$ cat src/rtl/mem_arbiter_rr.sv
// N-port memory arbiter: registered grant, round-robin or fixed priority,
// per-port response pulse and back-to-back grants with no idle cycle.
module mem_arbiter_rr #(
  parameter int NUM_PORTS  = 2,
  parameter int ADDR_WIDTH = 16,
  parameter int DATA_WIDTH = 16,
  parameter int FIXED_PRIO = 0
) (
  input  logic                             clk,
  input  logic                             reset,
  input  logic [NUM_PORTS-1:0]             req_read,
  input  logic [NUM_PORTS-1:0]             req_write,
  input  logic [NUM_PORTS*ADDR_WIDTH-1:0]  req_addr,
  input  logic [NUM_PORTS*DATA_WIDTH-1:0]  req_wdata,
  output logic [NUM_PORTS-1:0]             req_resp,
  output logic [DATA_WIDTH-1:0]            req_rdata,
  output logic                             mem_read,
  output logic                             mem_write,
  output logic [ADDR_WIDTH-1:0]            mem_address,
  output logic [DATA_WIDTH-1:0]            mem_wdata,
  input  logic                             mem_resp,
  input  logic [DATA_WIDTH-1:0]            mem_rdata,
  output logic                             busy,
  output logic [$clog2(NUM_PORTS)-1:0]     grant_idx
);

  localparam int GW = $clog2(NUM_PORTS);

  typedef enum logic {
    IDLE,
    BUSY
  } state_t;

  state_t state;

  logic [GW-1:0]         grant;
  logic [GW-1:0]         rr_ptr;
  logic [GW-1:0]         start;
  logic [GW-1:0]         win;
  logic [GW-1:0]         win_nxt;
  logic [NUM_PORTS-1:0]  req_any;
  logic [NUM_PORTS-1:0]  elig;
  logic                  found;
  logic                  in_busy;
  logic                  g_req;
  logic                  g_rd;
  logic                  g_wr;
  logic                  done;
  logic [ADDR_WIDTH-1:0] g_addr;
  logic [DATA_WIDTH-1:0] g_wdata;

  assign req_any = req_read | req_write;
  assign in_busy = (state == BUSY);

  assign g_req   = req_any[grant];
  assign g_wr    = req_write[grant];
  assign g_rd    = req_read[grant] & ~g_wr;
  assign g_addr  = req_addr[grant*ADDR_WIDTH +: ADDR_WIDTH];
  assign g_wdata = req_wdata[grant*DATA_WIDTH +: DATA_WIDTH];
  assign done    = in_busy & mem_resp & g_req;

  assign start = (FIXED_PRIO != 0) ? '0 : rr_ptr;

  // The current grantee is excluded so it cannot win twice in a row.
  always_comb begin : arb
    int p;
    int q;
    logic [GW-1:0] idx;
    p     = 0;
    q     = 0;
    idx   = '0;
    found = 1'b0;
    win   = '0;
    elig  = req_any;
    if (in_busy) elig[grant] = 1'b0;
    for (int k = 0; k < NUM_PORTS; k++) begin
      p = int'(start) + k;
      if (p >= NUM_PORTS) p = p - NUM_PORTS;
      idx = GW'(p);
      if (!found && elig[idx]) begin
        found = 1'b1;
        win   = idx;
      end
    end
    q = int'(win) + 1;
    win_nxt = (q == NUM_PORTS) ? '0 : GW'(q);
  end

  always_ff @(posedge clk or posedge reset) begin
    if (reset) begin
      state  <= IDLE;
      grant  <= '0;
      rr_ptr <= '0;
    end else begin
      unique case (state)
        IDLE: begin
          if (found) begin
            state  <= BUSY;
            grant  <= win;
            rr_ptr <= win_nxt;
          end
        end
        BUSY: begin
          if (!g_req) begin
            state <= IDLE;
          end else if (mem_resp) begin
            if (found) begin
              grant  <= win;
              rr_ptr <= win_nxt;
            end else begin
              state <= IDLE;
            end
          end
        end
      endcase
    end
  end

  assign busy        = in_busy;
  assign grant_idx   = grant;
  assign mem_read    = in_busy & g_rd;
  assign mem_write   = in_busy & g_wr;
  assign mem_address = in_busy ? g_addr : '0;
  assign mem_wdata   = in_busy ? g_wdata : '0;
  assign req_resp    = done ?
    ({{(NUM_PORTS-1){1'b0}}, 1'b1} << grant) : '0;
  assign req_rdata   = reset ? '0 : mem_rdata;

endmodule

$ cat config.mk
export PLATFORM = sky130hd
export DESIGN_NAME = mem_arbiter_rr
export DESIGN_NICKNAME = d
export VERILOG_FILES = /design/src/rtl/mem_arbiter_rr.sv
export SDC_FILE = /design/constraint.sdc
export NUM_CORES = 1
export LEC_CHECK = 0
export CAP_MARGIN = 20
export CORE_MARGIN = 5
export CORE_UTILIZATION = 25
export DETAILED_ROUTE_END_ITERATION = 7
export GPL_ROUTABILITY_DRIVEN = 0
export MAX_ROUTING_LAYER = met4
export PLACE_DENSITY = 0.9
export SETUP_SLACK_MARGIN = 0.15
export SLEW_MARGIN = 40
export SYNTH_ARGS = -nofsm -noshare
export SYNTH_HDL_FRONTEND = slang
export SYNTH_SLANG_ARGS = --single-unit
$ cat constraint.sdc
create_clock -name clk -period 3.2 [get_ports clk]
set_input_delay 0.32 -clock clk [delete_from_list [all_inputs] [get_ports clk]]
set_output_delay 0.32 -clock clk [all_outputs]
set_load 0.01 [all_outputs]
==> results.md <==
- FF-to-FF End: rr_ptr
- Compound-Gate Fraction of Synth Area: 0.0885
- Core Area: 3660 um2
- Routed len/inst: 14.7 um
- Fin. max-slew vios: 0
- Post-synthesis mux area share: 0.349
- Worst Tran Pin Value: 0.589 ns
- IO buf count: 140
- Final worst path period need: 2.50 ns
- Post-synth top area cell: mux2i_1
- CP top delay family: buffers and inverters
- CTS Buf Count: 3
- Synth Warn #: 0
- Detailed Place HPWL: 3780 um
- Share of layout cells above drive strength 1: 0.0391
- Post-synth top cells: nor2b_1, mux2i_1, clkbuf_1
- Top-count cell post-synth: nor2b_1
- Most used DFF post-synth: dfrtp_1
- Status: finished, final reports clean
- Final core utilization: 0.654
- Final Worst Setup Slack: 0.697 ns
- Critical path class: flop to output pin
- Critical Path AT: 2.18 ns
- PwrDens: 469 nW/um2
- Final wirelength: 4470 um
- Finish-stage setup viols: 0
- Fmax: 400 MHz
- First-pass DRT Iterations: 3
- Worst-path maximum fanout: 24
- Register area share after synthesis: 0.0793
- Post-DR vias/cell: 4.37
- CP Launch Type: flop
- Syn avg cell area: 7.89 um2
- P_leak: 0.995 nW
- Post-synthesis cell count: 120
- Max Cap Violations: 0
- CP Data Required Time: 2.88 ns
- Die area: 5120 um2
- Slew HR: 0.607
- Vias: 1,328
- Peak supply drop: 0.000398 V
- Number of global-route vias before repair: 1,349
- Worst path cell trace: buf_4 > mux2i_1 > nor2b_1 > clkdlybuf4s50_1
- Diodes inserted: 0
- Flops & latches, synth: 3
- R2r setup slk: 1.79 ns
- Overall power: 1.12 mW
- Io pins: 141
- Area grow syn2layout: 153%
- Clock transition at the registers of the reported paths: 0.03 ns
- Crit. End Element: output pin
- Startpoint of the worst hold path: rr_ptr
- Pin count of the biggest net entering global routing: 25
- Yosys top cell area share: 0.349
- Worst-Skew Late Latency: 0.22 ns
- EDFF count, synth: 0
- Period utilization: 0.782
- Worst clock skew: 0.000302 ns
- Hold Crit Depth: 1
- Htree depth: 1
- RSZ-0062 raised after global routing: false
- Remaining DRCs: 0
- Netlist cell types: 28
- Largest family of logic cells by synthesized area: simple AND/OR/NAND/NOR gates
- Worst slack, placed: 0.903 ns
- DIE HEIGHT: 71.6 um
- CP peak stage delay: 0.73 ns
- R2R Path Start: busy
- Post-route setup TNS: 0 ns
- Global Route Usage Sum: 0.172
- Synth Area in XOR/XNOR: 0
- DP Cell Count: 300
- Clk sinks: 3
- Synth Area in Simple Gates: 0.387
- Layout Nets: 344
- First-pass GRT wire length: 6920 um
- Area contributors post-synth: mux2i_1, nor2b_1, dfrtp_1
- Die Wd: 71.6 um
- Layout filler cell count: 327
- CP Buf/Inv Count: 2
- Cells on worst reg2reg path: 3
- CTS tree: done
- Type of the worst min-delay path: flop to flop
- Clock Path Buffers: 2
- Initial DRC Count: 32
- Post-CTS setup buffer count: 0
- Min-Delay Endpoint: rr_ptr
- Adder-cell share of the synthesized area: 0.0106
- Async set or reset register ratio after synthesis: 1.00
- Site Rows: 22
- Non-filler cells, final: 304
- Clk root buf: clkbuf_8
- Hold_buf cts: 0
- Post-Syn Area: 947 um2
- Post-cts repair resize count: 0
- Post-Syn Nets: 207
- Initial core utilization: 0.259
- Crit-path slowest cell: dfrtp_2
- Congestion Overflow GR: 0
- Initial antenna violation count: 0
- Post-DRT Antenna Nets: 0
- Final hold violation count: 0
==> sequential cells by signal, indices dropped and copies added, names as in the netlist <==
signal	flops
rr_ptr	1
busy	1
grant_idx	1
==> final cells by class <==
cell class	count	area, um2	share of cell area
timing repair buffer	142	1420	0.591
multi-input combinational	105	791	0.330
sequential	3	76.3	0.0319
tap	48	60.1	0.0251
clock buffer	4	45.0	0.0188
inverter	2	7.51	0.00313
==> logic make-up (layout without fill, tap and decap cells) <==
logic type | Yosys count | count (layout)
buffers and inverters | 12 | 148
AOI/OAI and AO/OA | 11 | 11
adders and majority gates | 1 | 1
muxes | 33 | 33
and+or+nand+nor | 60 | 60
DFF | 3 | 3
==> per-stage QoR <==
step                hold WS, ns  cell area (um2)
detailed placement        0.560             2350
CTS                       0.568             2400
finish                    0.567             2400
global placement          0.555             2350
floorplan                 0.285              947
global route              0.585             2400
==> placed cells by master, fill, tap and decap left out, types with 2 or more instances in the layout <==
master / n
mux2i_1: 33
buf_4: 2
nor2b_1: 49
nand2_1: 2
o21ai_0: 2
o21a_1: 2
clkdlybuf4s50_1: 140
dfrtp_1: 2
clkbuf_8: 3
nor2_1: 3
==> power breakdown <==
part,leakage (nW),internal [mW],total (mW),switching [mW]
sequential,0.0316,0.0530,0.128,0.0753
clock,0.0228,0.0850,0.111,0.0259
combinational,0.940,0.561,0.885,0.324
==> layer usage <==
metal	global-route usage	part of all wire	vias up
li1	-	-	679
met1	0.198	0.38	585
met2	0.311	0.53	60
met3	0.0365	0.078	4
met4	0.0271	0.010	0
met5	-	0	-
==> worst register-to-register path: cells and delay by family (launching register included) <==
family / cells / cell delay [ns]
flip-flops: 1 / 0.53
AO/OA/AOI/OAI: 2 / 0.48
buffers and inverters: 1 / 0.29
==> worst max-delay path by stage <==
stage                          from               to  cells after the start
final                     grant_idx   mem_address[0]                      4
after global routing      grant_idx  mem_address[10]                      4
after CTS                 grant_idx     mem_wdata[1]                      4
after detailed placement  grant_idx     mem_wdata[1]                      4
after global placement    grant_idx   mem_address[0]                      4
after floorplan           grant_idx         mem_read                      5
Power figures use the tool's default switching activity.
